===== config.mk =====
export PLATFORM = sky130hd
export DESIGN_NAME = clock_time_ctrl_flat
export DESIGN_NICKNAME = d
export VERILOG_FILES = /design/src/rtl/clock_time_pkg.sv /design/src/rtl/clock_time_ctrl_if.sv /design/src/rtl/clk_tick_gen.sv /design/src/rtl/clock_time_ctrl.sv /design/src/flat_wrapper.sv
export SDC_FILE = /design/constraint.sdc
export NUM_CORES = 1
export LEC_CHECK = 0
export BUFFER_PORTS_ARGS = -buffer_cell sky130_fd_sc_hd__clkbuf_2
export CAP_MARGIN = 20
export CORE_MARGIN = 3
export CORE_UTILIZATION = 32
export CTS_CLUSTER_DIAMETER = 60
export CTS_CLUSTER_SIZE = 20
export DETAILED_ROUTE_END_ITERATION = 16
export PLACE_DENSITY_LB_ADDON = 0.2
export RECOVER_POWER = 25
export SYNTH_ARGS = -nofsm -noshare
export SYNTH_HDL_FRONTEND = slang
export SYNTH_SLANG_ARGS = --single-unit

===== constraint.sdc =====
create_clock -name clk -period 5.81 [get_ports clk]
set_input_delay 0 -clock clk [delete_from_list [all_inputs] [get_ports clk]]
set_output_delay 0 -clock clk [all_outputs]
set_load 0.005 [all_outputs]

===== src/rtl/clock_time_pkg.sv =====
// Shared definitions for the HH:MM:SS timekeeper: field limits, widths and
// the set-mode state encoding.
// Optional feature macro: CLOCK_TIME_ALARM_EN (adds alarm set states).
package clock_time_pkg;

  localparam int HR_MAX  = 24;
  localparam int MIN_MAX = 60;
  localparam int SEC_MAX = 60;

  localparam int HR_W  = 5;
  localparam int MIN_W = 6;
  localparam int SEC_W = 6;

`ifdef CLOCK_TIME_ALARM_EN
  localparam int MODE_W = 3;
  typedef enum logic [MODE_W-1:0] {
    MODE_RUN     = 3'd0,
    MODE_SET_HR  = 3'd1,
    MODE_SET_MIN = 3'd2,
    MODE_SET_AH  = 3'd3,
    MODE_SET_AM  = 3'd4
  } mode_t;
  // Pressing btn_mode in this state returns to RUN with a clean restart.
  localparam mode_t MODE_LAST_SET = MODE_SET_AM;
`else
  localparam int MODE_W = 2;
  typedef enum logic [MODE_W-1:0] {
    MODE_RUN     = 2'd0,
    MODE_SET_HR  = 2'd1,
    MODE_SET_MIN = 2'd2
  } mode_t;
  localparam mode_t MODE_LAST_SET = MODE_SET_MIN;
`endif

  // Increment with wrap at modulus; 6 bits covers every time field.
  function automatic logic [5:0] inc_mod(input logic [5:0] val, input int modulus);
    if (int'(val) == modulus - 1)
      return 6'd0;
    else
      return val + 6'd1;
  endfunction

endpackage


===== src/rtl/clock_time_ctrl_if.sv =====
// Handshake bundle between the button/display side (master) and the
// timekeeper (slave). Alarm signals exist only with CLOCK_TIME_ALARM_EN.
interface clock_time_ctrl_if;
  import clock_time_pkg::*;

  logic              run;
  logic              btn_mode;
  logic              btn_inc;
  logic [HR_W-1:0]   hours;
  logic [MIN_W-1:0]  minutes;
  logic [SEC_W-1:0]  seconds;
  logic [MODE_W-1:0] mode;
  logic              tick;
  logic              blink;
`ifdef CLOCK_TIME_ALARM_EN
  logic              alarm_arm;
  logic              alarm;
`endif

  modport master (
    output run, btn_mode, btn_inc,
    input  hours, minutes, seconds, mode, tick, blink
`ifdef CLOCK_TIME_ALARM_EN
    , output alarm_arm
    , input  alarm
`endif
  );

  modport slave (
    input  run, btn_mode, btn_inc,
    output hours, minutes, seconds, mode, tick, blink
`ifdef CLOCK_TIME_ALARM_EN
    , input  alarm_arm
    , output alarm
`endif
  );

endinterface


===== src/rtl/clk_tick_gen.sv =====
// Prescaler: counts 0..PERIOD-1 while run is high, emitting a one-cycle tick
// at terminal count and a half-period blink level for the display.
module clk_tick_gen #(
  parameter int CLK_FREQ = 50_000_000,
  parameter int TICK_HZ  = 1
) (
  input  logic clk,
  input  logic rst,
  input  logic run,
  input  logic restart,
  output logic tick,
  output logic blink
);

  localparam int PERIOD = CLK_FREQ / TICK_HZ;
  localparam int CNT_W  = (PERIOD > 2) ? $clog2(PERIOD) : 1;
  localparam logic [CNT_W-1:0] CNT_LAST = CNT_W'(PERIOD - 1);
  localparam logic [CNT_W-1:0] CNT_HALF = CNT_W'(PERIOD / 2);

  logic [CNT_W-1:0] count;

  // Count while running; restart forces zero even when paused.
  always_ff @(posedge clk or posedge rst) begin
    if (rst)
      count <= '0;
    else if (restart)
      count <= '0;
    else if (run) begin
      if (count == CNT_LAST)
        count <= '0;
      else
        count <= count + 1'b1;
    end
  end

  // Both outputs decode the registered count, so they freeze with it.
  assign tick  = run && (count == CNT_LAST);
  assign blink = (count < CNT_HALF);

endmodule


===== src/rtl/clock_time_ctrl.sv =====
// HH:MM:SS timekeeper with a button-driven set-mode FSM. The prescaler tick
// advances time only in RUN; set states edit one field per btn_inc pulse.
// Optional feature macro: CLOCK_TIME_ALARM_EN (alarm time, arm input, alarm flag).
//
// state        | meaning
// MODE_RUN     | time advances on tick, btn_inc ignored
// MODE_SET_HR  | btn_inc steps hours mod 24, time frozen
// MODE_SET_MIN | btn_inc steps minutes mod 60 and zeroes seconds, time frozen
// MODE_SET_AH  | (alarm build) btn_inc steps alarm hour mod 24
// MODE_SET_AM  | (alarm build) btn_inc steps alarm minute mod 60
module clock_time_ctrl
  import clock_time_pkg::*;
#(
  parameter int CLK_FREQ = 50_000_000,
  parameter int TICK_HZ  = 1
) (
  input logic             clk,
  input logic             rst,
  clock_time_ctrl_if.slave bus
);

  mode_t            mode_q;
  logic [HR_W-1:0]  hours_q;
  logic [MIN_W-1:0] minutes_q;
  logic [SEC_W-1:0] seconds_q;

  logic             tick;
  logic             blink;
  logic             restart;

  logic             sec_wrap;
  logic             min_wrap;
  logic [SEC_W-1:0] sec_next;
  logic [MIN_W-1:0] min_next;
  logic [HR_W-1:0]  hr_next;
  logic [HR_W-1:0]  roll_hr;

`ifdef CLOCK_TIME_ALARM_EN
  logic [HR_W-1:0]  alarm_hr;
  logic [MIN_W-1:0] alarm_min;
  logic             alarm_q;
`endif

  // Leaving the last set state restarts the prescaler in the same edge.
  assign restart = bus.btn_mode && (mode_q == MODE_LAST_SET);

  clk_tick_gen #(
    .CLK_FREQ (CLK_FREQ),
    .TICK_HZ  (TICK_HZ)
  ) u_tick_gen (
    .clk     (clk),
    .rst     (rst),
    .run     (bus.run),
    .restart (restart),
    .tick    (tick),
    .blink   (blink)
  );

  // Next-value arithmetic for the time fields, with carry detection.
  always_comb begin
    sec_wrap = (seconds_q == SEC_W'(SEC_MAX - 1));
    min_wrap = (minutes_q == MIN_W'(MIN_MAX - 1));
    sec_next = SEC_W'(inc_mod(6'(seconds_q), SEC_MAX));
    min_next = MIN_W'(inc_mod(6'(minutes_q), MIN_MAX));
    hr_next  = HR_W'(inc_mod(6'(hours_q), HR_MAX));
    roll_hr  = min_wrap ? hr_next : hours_q;
  end

  // Mode FSM and time counters; a mode press takes priority over inc and tick.
  always_ff @(posedge clk or posedge rst) begin
    if (rst) begin
      mode_q    <= MODE_RUN;
      hours_q   <= '0;
      minutes_q <= '0;
      seconds_q <= '0;
`ifdef CLOCK_TIME_ALARM_EN
      alarm_hr  <= '0;
      alarm_min <= '0;
`endif
    end else if (bus.btn_mode) begin
      case (mode_q)
        MODE_RUN:     mode_q <= MODE_SET_HR;
        MODE_SET_HR:  mode_q <= MODE_SET_MIN;
`ifdef CLOCK_TIME_ALARM_EN
        MODE_SET_MIN: mode_q <= MODE_SET_AH;
        MODE_SET_AH:  mode_q <= MODE_SET_AM;
        MODE_SET_AM: begin
          mode_q    <= MODE_RUN;
          seconds_q <= '0;
        end
`else
        MODE_SET_MIN: begin
          mode_q    <= MODE_RUN;
          seconds_q <= '0;
        end
`endif
        default:      mode_q <= MODE_RUN;
      endcase
    end else begin
      case (mode_q)
        MODE_RUN: begin
          if (tick) begin
            seconds_q <= sec_next;
            if (sec_wrap) begin
              minutes_q <= min_next;
              if (min_wrap)
                hours_q <= hr_next;
            end
          end
        end
        MODE_SET_HR: begin
          if (bus.btn_inc)
            hours_q <= hr_next;
        end
        MODE_SET_MIN: begin
          if (bus.btn_inc) begin
            minutes_q <= min_next;
            seconds_q <= '0;
          end
        end
`ifdef CLOCK_TIME_ALARM_EN
        MODE_SET_AH: begin
          if (bus.btn_inc)
            alarm_hr <= HR_W'(inc_mod(6'(alarm_hr), HR_MAX));
        end
        MODE_SET_AM: begin
          if (bus.btn_inc)
            alarm_min <= MIN_W'(inc_mod(6'(alarm_min), MIN_MAX));
        end
`endif
        default: mode_q <= MODE_RUN;
      endcase
    end
  end

`ifdef CLOCK_TIME_ALARM_EN
  // Alarm raises when the running time rolls into alarm_hr:alarm_min:00 and
  // drops on disarm, a RUN button press, or the following minute rollover.
  always_ff @(posedge clk or posedge rst) begin
    if (rst)
      alarm_q <= 1'b0;
    else if (!bus.alarm_arm || (mode_q == MODE_RUN && (bus.btn_inc || bus.btn_mode)))
      alarm_q <= 1'b0;
    else if (mode_q == MODE_RUN && tick && sec_wrap)
      alarm_q <= (roll_hr == alarm_hr) && (min_next == alarm_min);
  end

  assign bus.alarm = alarm_q;
`endif

  assign bus.hours   = hours_q;
  assign bus.minutes = minutes_q;
  assign bus.seconds = seconds_q;
  assign bus.mode    = mode_q;
  assign bus.tick    = tick;
  assign bus.blink   = blink;

endmodule


===== src/flat_wrapper.sv =====
// flat-port wrapper written by rule: the top's interface ports become plain ports
module clock_time_ctrl_flat import clock_time_pkg::*;
#(
  parameter int CLK_FREQ = 50_000_000,
  parameter int TICK_HZ  = 1
)
  (clk, rst, bus_run, bus_btn_mode, bus_btn_inc, bus_hours, bus_minutes, bus_seconds, bus_mode, bus_tick, bus_blink);
  clock_time_ctrl_if bus_i ();
  input logic clk;
  input logic rst;
  input wire logic [$bits(bus_i.run)-1:0] bus_run;
  input wire logic [$bits(bus_i.btn_mode)-1:0] bus_btn_mode;
  input wire logic [$bits(bus_i.btn_inc)-1:0] bus_btn_inc;
  output wire logic [$bits(bus_i.hours)-1:0] bus_hours;
  output wire logic [$bits(bus_i.minutes)-1:0] bus_minutes;
  output wire logic [$bits(bus_i.seconds)-1:0] bus_seconds;
  output wire logic [$bits(bus_i.mode)-1:0] bus_mode;
  output wire logic [$bits(bus_i.tick)-1:0] bus_tick;
  output wire logic [$bits(bus_i.blink)-1:0] bus_blink;
  assign bus_i.run = bus_run;
  assign bus_i.btn_mode = bus_btn_mode;
  assign bus_i.btn_inc = bus_btn_inc;
  assign bus_hours = bus_i.hours;
  assign bus_minutes = bus_i.minutes;
  assign bus_seconds = bus_i.seconds;
  assign bus_mode = bus_i.mode;
  assign bus_tick = bus_i.tick;
  assign bus_blink = bus_i.blink;
  clock_time_ctrl #(.CLK_FREQ(CLK_FREQ), .TICK_HZ(TICK_HZ)) u_core (.clk(clk), .rst(rst), .bus(bus_i));
endmodule

* Yosys cells after proc, flatten, opt, wreduce, memory -nomap -nowiden *
Index checks and enable logic that the tools add are counted.
Widths: inputs -> output; s select.

cells by class
  bitwise gates (word level) = 1
  muxes and demuxes = 23
  magnitude comparators = 1
  add/sub/neg operators = 4
  reduce and logical (&&, ||, !) cells = 10
  equality and inequality tests = 17

operators with widths
  operator               count
  $mux 26                3
  $mux 6                 9
  $add 26x1->26 const B  1
  $eq 26x26->1 const B   1
  $lt 26x25->1 const B   1
  $mux 5                 5
  $pmux 6 s2             2
  $add 6x1->6 const B    2
  $eq 6x4->1 const B     2
  $eq 6x6->1 const B     2
  $pmux 5 s2             1
  $ne 2x1->1 const B     4
  $ne 2x2->1 const B     3
  $ne 3x3->1 const B     2
  $reduce_and 6->1       1
  $reduce_bool 2->1      3
  $add 5x1->5 const B    1
  $eq 5x5->1 const B     1
  $reduce_and 5->1       1
  $mux 2                 2
  $pmux 2 s2             1
  $reduce_and 4->1       1
  $reduce_or 3->1        1
  $eq 2x1->1 const B     1
  other kinds (4)        5

word-level totals
  logic and storage cells = 61
  input bits = 5
  bits in registers = 45
  output and inout bits = 21

* Longest topological paths before layout *
Gate-level depths: netlist (run 1).

  word-level depth = 6
  depth in mapped cells = 8
  gate-level depth less buffers = 7

* Hierarchy *
From an unflattened synthesis (run 1), not the netlist that was laid out.

second synthesis, totals
  cell total of the unflattened synthesis = 268
  area total of the unflattened synthesis = 2565.0 um2

by module, submodules not included
  module           sequential area each (um2)  instances  area each (um2)  cells an instance
  clk_tick_gen     650.6                       1          1457.6           155
  clock_time_ctrl  475.5                       1          1107.3           113

* Worst setup path before layout (run 1) *
OpenSTA, ideal clock, no wires.

  path kind = reg-to-reg
  start = register u_core.u_tick_gen.count[0]
  end = register u_core.minutes_q[2], in the netlist u_core.bus.minutes[2]
  data arrival time = 1.852 ns
  required time = 5.685 ns
  buffers on the path = 0
  stages on the path, launching flop included = 8
  setup time = 0.125 ns
  slack = 3.833 ns
  period minus slack after synthesis = 1.977 ns
  cell sequence = dfrtp_1 > ha_1 > and4b_1 > nand4_1 > nor2_2 > a31oi_2 > nor2_1 > mux2_2

on the way
  cells in the longest elaborated chain, start to end = 4

ends and longest elaborated chain
  item                        line                    source
  start, declared             clk_tick_gen.sv:20      logic [CNT_W-1:0] count;
  start signal, assigned      clk_tick_gen.sv:32      count <= count + 1'b1;
  $eq 26x26->1                clk_tick_gen.sv:37      assign tick = run && (count == CNT_LAST);
  $logic_and 1x1->1           clk_tick_gen.sv:37
  $ne 2x2->1 (no line)        n/a
  $reduce_and 5->1 (no line)  n/a
  end signal, assigned        clock_time_ctrl.sv:105  minutes_q <= min_next;
  end signal, assigned        clock_time_ctrl.sv:117  minutes_q <= min_next;
  end, declared               clock_time_ctrl.sv:24   logic [MIN_W-1:0] minutes_q;

Every way passes these cells.
A chain may end at the register's enable or synchronous reset.

* Final worst setup path (run 1) *
  start = register u_core.u_tick_gen.count[0]
  end = register u_core.u_tick_gen.count[13]

on the way
  cells in the longest elaborated chain, start to end = 4
  elaborated cells on any way between the ends = 5
  classes of those cells = 1 x add/sub; 1 x eq/ne; 3 x mux

ends and longest elaborated chain
  item                                                  line                                    source
  $add 26x1->26 / $eq 26x26->1 (equally long branches)  clk_tick_gen.sv:32, clk_tick_gen.sv:29
  $mux 26 *                                             clk_tick_gen.sv:29                      if (count == CNT_LAST)
  $mux 26 *                                             clk_tick_gen.sv:28                      else if (run) begin
  $mux 26 *                                             clk_tick_gen.sv:26                      else if (restart)

Every way passes the cells marked *; elsewhere a longest branch is shown, timed or not. The select of a mux whose other input is x is not followed.

==> impl_metrics.toml, run 1 <==
[layout]
synthToLayoutAreaGrowth_pct = 12.6
stdcell_area_um2 = 2910
antennaDiodeCount = 0
instances_no_fill = 409
nets = 315
fillers = 806
drive_gt1_share_pct = 17.6

[worst_setup_path]
critPathArrivalTime_ns = 2.53
critPathMaxFanout = 21
r2r_cells = 7
endpoint_kind = "flip-flop"
startpoint_type = "flip-flop"
rr_endpoint = "u_core.u_tick_gen.count[13]"
reg2reg_slack_ns = 3.45
timing.rr.start = "u_core.u_tick_gen.count[0]"
crit_type = "flip-flop to flip-flop"
required_ns = 5.98

[sta]
finalMaxSlewViolations = 31
worst_pin_slew_ns = 1.61
setup_viol = 0
postLayoutSetupSlackWorst_ns = 3.45
hold_viol_final = 0
rsz0062_at_grt = "false"
finalSetupTns_ns = 0
timing.max_slew.rel_slack_pct = -7.01
fin_skew_ns = 0.0109
fmax_ghz = 0.424
period_share_pct = 40.6
period_minus_slack_ns = 2.36

[route]
routedWlPerCell_um = 14.0
wl_um = 5750
drtPass1Iterations = 4
detail-route-antenna-nets = 0
viasPerCell = 5.26
drt_iter0_markers = 73
num_vias = 2153
drcViolationCount = 0

[clock_network]
root_buffer = "clkbuf_8"
cts_made_buffers = 5
cts_tree = "done"
clock-sinks = 45
clk_path_buf_depth = 2
path_clk_slew_ns = 0.09
htree_levels = 2
post_cts_buffers = 0
clock_latency_ns = 0.29

[flow_run]
cap_violations = 1

[die]
io_pins = 26
core.rowCount = 32
die_w_um = 95.9
initial_core_util_pct = 33.3
coreArea_um2 = 7770
die_area_um2 = 9190
die_y_um = 95.9

[synth]
synth_top_area_share_pct = 43.6
ys_warn_count = 0
synth_nets = 290
syn_area_um2 = 2580
ys_ff_latch = 45
synth_edf_count = 0
yosysTopAreaCell = "dfrtp_1"
syn_avg_cell_area_um2 = 9.20
async_flop_share_pct = 100
synth_flop_cell = "dfrtp_1"
synth_sequential_area_ratio_pct = 43.6
syn_inst = 281
synth_cell_types = 51
synth.area.top_cells = "dfrtp_1 (44%), nor2_1 (4.8%), o21ai_0 (4.3%), nand2_1 (4.1%), nand3_1 (3.3%)"

[min_path]
holdCritStartpoint = "bus_btn_mode"
hold_class = "input port to flip-flop"
min_to = "u_core.bus.mode[1]"
holdPathStages = 3

[global_route]
antenna_found_initial = 0
grt_pass1_vias = 2035
grt_pass1_wl_um = 9890
grt_max_degree = 46
grt_util_all_layers_pct = 13.6
gr-total-overflow = 0

[placed_design]
dpl.hpwl_um = 4160
placed_area_um2 = 2780
place_congestion = 0.877
portBuffers = 25
dp_slack_ns = 3.42
dpl.cell_count = 399

[outcome]
outcome = "finished, violations left"
violations = "max-capacitance violations, max-slew violations"

[pwr]
power.leakage_uw = 0.00123
peakVddDrop_uv = 112
power_density_nw_per_um2 = 312
[what timing repair did]
action | in CTS | in global routing
resized for setup | 0 | 0
hold buffers | 1 | 0
hold endpoints to repair | 45 | 0
[worst max-delay path: stages (launching register included)]
cell     delay (ns)
dfrtp_1        0.39
ha_1           0.25
and4b_1        0.21
nand4_1        0.24
o21ai_2        0.80
o22ai_1        0.18
nand2_1        0.11
o31ai_1        0.06
[worst max-delay path by stage]
stage	from	endpoint	slack (ns)	cells after the start
3_3_place_gp	u_core.u_tick_gen.count[0]	u_core.u_tick_gen.count[13]	3.48	7
5_1_grt	rst	u_core.u_tick_gen.count[25]	3.12	4
6_report	u_core.u_tick_gen.count[0]	u_core.u_tick_gen.count[13]	3.45	7
4_1_cts	u_core.u_tick_gen.count[0]	u_core.u_tick_gen.count[13]	3.42	7
2_1_floorplan	u_core.u_tick_gen.count[0]	u_core.bus.minutes[2]	3.83	7
3_5_place_dp	u_core.u_tick_gen.count[0]	u_core.u_tick_gen.count[13]	3.42	7
[registers in the layout (all words and copies together) (netlist names)]
register and cells:
u_core.bus.minutes 6, u_core.u_tick_gen.count 26, u_core.bus.seconds 6, u_core.bus.mode 2, u_core.bus.hours 5
[report_power, final]
group	leakage, uW	internal, uW	switching, uW
registers	0.000609	370	87.2
clock network	0.0000585	140	104
logic	0.000563	98.0	110
[cell usage after synthesis (3+ instances only)]
cell type   n
nor4_1      8
and3_1      6
buf_2       3
inv_1       6
a21oi_1     7
mux2_2      5
and4b_1     3
dfrtp_1    45
nand3_1    17
nor2b_1     5
nand2_1    28
nor2_1     33
ha_1        4
or3_1       5
xnor2_1     8
a31oi_1     8
nand4_1    13
xor2_1      9
o21ai_0    22
nor2_2      3
o31ai_1     3
nor3_1      3
[through the flow]
step           hold WS, ns  utilization, %  total power (uW)
3_5_place_dp         0.275            35.8               675
6_report            0.0858            37.5               910
4_1_cts             0.0749            37.4               924
5_1_grt              0.122            37.5               981
2_1_floorplan        0.160               -               599
3_3_place_gp         0.277            35.8               671
[cells by family after synthesis]
family	synth area share, %
xor gates and xnor gates	5.76
buffers and inverters	3.05
muxes	2.18
AOI/OAI and AO/OA	13.7
adders and majority gates	1.94
DFF	43.6
and+or+nand+nor	29.8
[placed cells by master (no fill, tap or decap), types with 8 or more instances in the layout]
cell / instances
clkbuf_2: 25
dfrtp_1: 45
nand3_1: 17
nor4_1: 8
xor2_1: 9
nand2_1: 28
a31oi_1: 8
nor2_1: 33
o21ai_0: 22
nand4_1: 13
xnor2_1: 8
[metal layers]
metal / vias to the layer above / track usage (%) / share of wire (%)
met5: - / 0 / 0
met4: 0 / 2.84 / 0.73
met3: 4 / 2.74 / 4.9
met2: 46 / 21.9 / 46
met1: 1025 / 18.8 / 48
li1: 1078 / - / -
[layout make-up]
class | instances | area, um^2 | share of cell area (%)
Multi-Input combinational cell | 221 | 1380 | 47.4
Sequential cell | 45 | 1130 | 38.7
Timing Repair Buffer | 27 | 139 | 4.77
Tap cell | 102 | 128 | 4.38
Clock buffer | 7 | 86.3 | 2.97
Clock inverter | 1 | 30.0 | 1.03
Inverter | 6 | 22.5 | 0.774
Power figures use the tool's default switching activity.
==> run 2, diff against run 1 <==
--- a/config.mk
+++ b/config.mk
@@ -5,6 +5,7 @@
 export SDC_FILE = /design/constraint.sdc
 export NUM_CORES = 1
 export LEC_CHECK = 0
+export ABC_AREA = 1
 export BUFFER_PORTS_ARGS = -buffer_cell sky130_fd_sc_hd__clkbuf_2
 export CAP_MARGIN = 20
 export CORE_MARGIN = 3
==> constraint.sdc (replaced) <==
create_clock -name clk -period 2.2 [get_ports clk]
set_input_delay 0 -clock clk [delete_from_list [all_inputs] [get_ports clk]]
set_output_delay 0 -clock clk [all_outputs]
set_load 0.005 [all_outputs]
==> impl_metrics.toml, run 2 <==
[route]
wl_um = 7700
drtPass1Iterations = 4
drt_iter0_markers = 118
num_vias = 2921
drcViolationCount = 0
routedWlPerCell_um = 12.9
viasPerCell = 4.90
detail-route-antenna-nets = 0

[layout]
antennaDiodeCount = 0
stdcell_area_um2 = 3530
final_common_cell = "nand2_1"
largest_reg_flops = 26
synthToLayoutAreaGrowth_pct = 13.5
final_util_pct = 37.7
drive_gt1_share_pct = 16.9
regMostFlops = "u_core.u_tick_gen.count"
final_cell_mix = "nand2_1 (128), nor2_1 (62), dfrtp_1 (45)"
nets = 475

[die]
initial_core_util_pct = 33.2
coreArea_um2 = 9370
die_area_um2 = 11000
die_y_um = 105
io_pins = 26
core.rowCount = 35
die_w_um = 105

[worst_setup_path]
critPathArrivalTime_ns = 1.85
crit_start = "u_core.u_tick_gen.count[1]"
required_ns = 2.20
reg2reg_slack_ns = 0.41
endpoint_kind = "primary output"
timing.rr.start = "u_core.u_tick_gen.count[1]"
startpoint_type = "flip-flop"
r2r_cells = 10
crit_type = "flip-flop to primary output"
rr_endpoint = "u_core.u_tick_gen.count[12]"
critPathMaxFanout = 6
endpoint = "bus_tick"

[clock_network]
cts_tree = "done"
clock_latency_ns = 0.31
clock-sinks = 45
clk_path_buf_depth = 2
path_clk_slew_ns = 0.09
cts_made_buffers = 5
htree_levels = 2
root_buffer = "clkbuf_8"

[synth]
synth_top_area_share_pct = 36.1
synth_commonest_cells = "nand2_1 (128), nor2_1 (62), dfrtp_1 (45)"
synth_edf_count = 0
syn_avg_cell_area_um2 = 7.21
yosysTopAreaCell = "dfrtp_1"
synth_cell_types = 34
syn_inst = 432
async_flop_share_pct = 100
ys_ff_latch = 45
yosysMostFrequentCell = "nand2_1"
synth_flop_cell = "dfrtp_1"
synth.area.top_cells = "dfrtp_1 (36%), nand2_1 (15%), nor2_1 (7.5%), nand3_1 (5.1%), inv_1 (4.6%)"
ys_warn_count = 0
synth_nets = 441
synth_sequential_area_ratio_pct = 36.1
syn_area_um2 = 3120

[global_route]
grt_pass1_wl_um = 13200
gr-total-overflow = 0
grt_pass1_vias = 2726
grt_max_degree = 31
grt_util_all_layers_pct = 14.7
antenna_found_initial = 0

[pwr]
p_seq_share_pct = 44.5
clockPowerShare_pct = 26.6
intPower_uw = 1560
power_switching_uw = 953
power_density_nw_per_um2 = 712
power.leakage_uw = 0.00162
p_sw_share_pct = 37.9
peakVddDrop_uv = 577
combPwrFrac_pct = 28.9

[sta]
period_share_pct = 84.1
finalSetupTns_ns = 0
worst_pin_slew_ns = 0.690
fin_skew_ns = 0.0141
fmax_ghz = 0.540
postLayoutSetupSlackWorst_ns = 0.349
rsz0062_at_grt = "false"
finalMaxSlewViolations = 0
period_minus_slack_ns = 1.85
hold_viol_final = 0
timing.max_slew.rel_slack_pct = 53.9
setup_viol = 0

[flow_run]
cap_violations = 0

[outcome]
outcome = "complete, no violations"

[min_path]
hold_class = "input port to flip-flop"

[placed_design]
dpl.hpwl_um = 5850
dp_slack_ns = 0.428
portBuffers = 25
placed_area_um2 = 3400
place_congestion = 0.863
## run 2: power by group through the flow
stage	Clock [uW]	Combinational [uW]	Sequential [uW]
2_1_floorplan	0	538	1110
3_3_place_gp	0	724	1140
3_5_place_dp	0	735	1140
4_1_cts	693	741	1120
5_1_grt	732	817	1150
6_report	669	727	1120
## run 2: routing by layer
metal | global-route usage [%] | part of all wire (%) | up-vias
met2 | 23.2 | 46 | 63
li1 | - | - | 1476
met5 | 0 | 0 | -
met1 | 20.2 | 47 | 1364
met3 | 2.96 | 5.1 | 18
met4 | 4.97 | 2.3 | 0
## run 2: repair_timing
item                                   in CTS  in global routing
hold buffers                                2                  0
endpoints found under the hold margin      16                  0
buffers inserted                            0                  0
resized for setup                           0                  0
## run 2: layout make-up
class | instances | area, um^2
Fill cell | 1015 | 5840
Multi-Input combinational cell | 341 | 1810
Sequential cell | 45 | 1130
Inverter | 44 | 165
Tap cell | 129 | 161
Timing Repair Buffer | 29 | 154
Clock buffer | 5 | 68.8
Clock inverter | 3 | 47.5
## run 2: logic make-up after synthesis
kind of cell             synth area share (%)
buffers and inverters                    5.70
AO/OA/AOI/OAI                            6.71
flip-flops                               36.1
adder cells (fa/ha/maj)                  1.61
AND/OR/NAND/NOR                          47.9
XOR/XNOR                                 1.97
## run 2: critical path, stage by stage, from the launching register on
cell and delay (ns):
dfrtp_1 0.39, ha_1 0.26, nand2_4 0.09, nor2_8 0.13
nand4_1 0.10, nor4_1 0.37, clkbuf_2 0.20
## run 2: how the worst min path moves through the flow
stage | start | end | slack, ns | cells after the start
final | bus_btn_mode | u_core.bus.mode[0] | 0.07 | 3
after global routing | bus_btn_mode | u_core.bus.seconds[1] | 0.12 | 4
after CTS | bus_btn_mode | u_core.bus.mode[0] | 0.05 | 3
after detailed placement | rst | u_core.bus.minutes[4] | -0.01 | 2
after global placement | rst | u_core.bus.minutes[1] | -0.02 | 2
after floorplan | bus_run | u_core.u_tick_gen.count[13] | 0.15 | 2
## run 2: stage by stage
stage | instances | hold WS [ns] | power (uW)
6_report | 596 | 0.0661 | 2520
5_1_grt | 596 | 0.118 | 2700
3_5_place_dp | 586 | -0.0104 | 1870
2_1_floorplan | 432 | 0.151 | 1650
3_3_place_gp | 586 | -0.0152 | 1860
4_1_cts | 596 | 0.0517 | 2550
==> run 3, diff against run 2 <==
==> constraint.sdc (replaced) <==
create_clock -name clk -period 1.6 [get_ports clk]
set_input_delay 0 -clock clk [delete_from_list [all_inputs] [get_ports clk]]
set_output_delay 0 -clock clk [all_outputs]
set_load 0.005 [all_outputs]
==> impl_metrics.toml, run 3 (same netlist as run 2, synthesis figures left out) <==
[layout]
synthToLayoutAreaGrowth_pct = 34.7
nets = 532
regMostFlops = "u_core.u_tick_gen.count"
largest_reg_flops = 26
final_common_cell = "nand2_1"
multi_input_area_um2 = 2020
regArea_um2 = 1130
antennaDiodeCount = 0
final_cell_mix = "nand2_1 (109), nor2_1 (54), buf_4 (54)"
fillers = 977
drive_gt1_share_pct = 34.7
final_util_pct = 44.8

[sta]
finalSetupTns_ns = -0.232
finalMaxSlewViolations = 0
hold_slack_ns = 0.0917
worst_pin_slew_ns = 0.909
postLayoutSetupSlackWorst_ns = -0.0334
fmax_ghz = 0.612
setup_viol = 15
period_minus_slack_ns = 1.63
hold_viol_final = 0
timing.max_slew.rel_slack_pct = 39.4
rsz0062_at_grt = "true"
fin_skew_ns = 0.00770
period_share_pct = 102

[placed_design]
place_congestion = 0.898
dpl.hpwl_um = 6250
portBuffers = 25

[route]
dr_wl_met3_um = 255
drcViolationCount = 0
viasPerCell = 4.78
maxUsedRoutingLayer = "met4"
drt_iter0_markers = 113
detail-route-antenna-nets = 0
wl_met1_um = 3990
met2_length_um = 4050
num_vias = 3122
drtPass1Iterations = 4
wl_um = 8400
routedWlPerCell_um = 12.9

[worst_setup_path]
required_ns = 1.60
crit_buf_inv = 1
crit_type = "flip-flop to primary output"
path_cells = "ha_4 -> nand2_4 -> nor2_8 -> nand4_1 -> nor4_4 -> buf_2"
critPathMaxFanout = 4
crit_slowest_cell = "dfrtp_1"
critPathArrivalTime_ns = 1.63
endpoint_kind = "primary output"
reg2reg_slack_ns = -0.03
cp_top_family = "simple AND/OR/NAND/NOR gates"
crit_path_max_incr_delay_ns = 0.41
startpoint_type = "flip-flop"

[global_route]
grt_pass1_vias = 2973
gr-total-overflow = 0
grt_util_all_layers_pct = 15.4
grt_max_degree = 39
antenna_found_initial = 0
grt_pass1_wl_um = 14000

[clock_network]
cts_made_buffers = 5
root_buffer = "clkbuf_8"
clk_path_buf_depth = 2
clock-sinks = 45
clock_latency_ns = 0.30
cts_tree = "done"
htree_levels = 2
path_clk_slew_ns = 0.09

[pwr]
peakVddDrop_uv = 514
power.leakage_uw = 0.00195
power_density_nw_per_um2 = 925

[die]
initial_core_util_pct = 33.2
core.rowCount = 35
io_pins = 26
die_y_um = 105
coreArea_um2 = 9370
die_w_um = 105
die_area_um2 = 11000

[outcome]
violations = "negative setup slack"
outcome = "finished, violations left"

[min_path]
hold_class = "input port to flip-flop"

[flow_run]
cap_violations = 0
run 3: timing repair:
| action | CTS | global route |
|---|---|---|
| resized for setup | 9 | 55 |
| setup endpoints to repair | 36 | 44 |
| setup buffers | 2 | 8 |
| hold endpoints to repair | 46 | 0 |
| hold buffers | 2 | 0 |
| cloned | 2 | 0 |
| pin swaps | 4 | 17 |
run 3: power by group:
group,switching (uW),internal [uW],total [uW]
Combinational,813,652,1460
Sequential,173,1300,1480
Clock,432,509,940
run 3: layer usage:
layer / vias to the layer above / GRT usage [%]
met3: 9 / 2.04
met5: - / 0
met2: 62 / 27.0
li1: 1596 / -
met1: 1455 / 20.3
met4: 0 / 2.81
run 3: layout make-up:
class,count,share of cell area [%]
multi-input combinational,342,48.1
clock inverter,2,0.895
tap,129,3.85
timing repair buffer,84,14.0
timing repair inverter,1,0.179
sequential,45,26.9
clock buffer,6,1.97
inverter,44,4.12
run 3: stage by stage:
step	setup WS [ns]	instance area (um^2)	total power [uW]	std cells
3_3_place_gp	-0.0938	3750	2760	631
6_report	-0.0334	4200	3880	653
3_5_place_dp	-0.124	3750	2770	631
5_1_grt	-0.105	4200	4140	653
4_1_cts	-0.00548	3970	3780	645
2_1_floorplan	0.00230	3120	2270	432
run 3: tightest hold or removal path: stages:
cell      delay, ns
clkbuf_2       0.16
nor2_1         0.14
a21oi_1        0.06
run 3: worst paths after layout:
check / depth (start not counted) / startpoint / end
max in group asynchronous: 4 / rst / u_core.u_tick_gen.count[17]
worst max register to register: 10 / u_core.u_tick_gen.count[0] / u_core.bus.seconds[4]
worst min register to register: 2 / u_core.bus.seconds[3] / u_core.bus.seconds[3]
min in group asynchronous: 3 / rst / u_core.bus.minutes[4]
worst min-delay path: 3 / bus_btn_mode / u_core.bus.mode[0]
worst max-delay path: 6 / u_core.u_tick_gen.count[0] / bus_tick
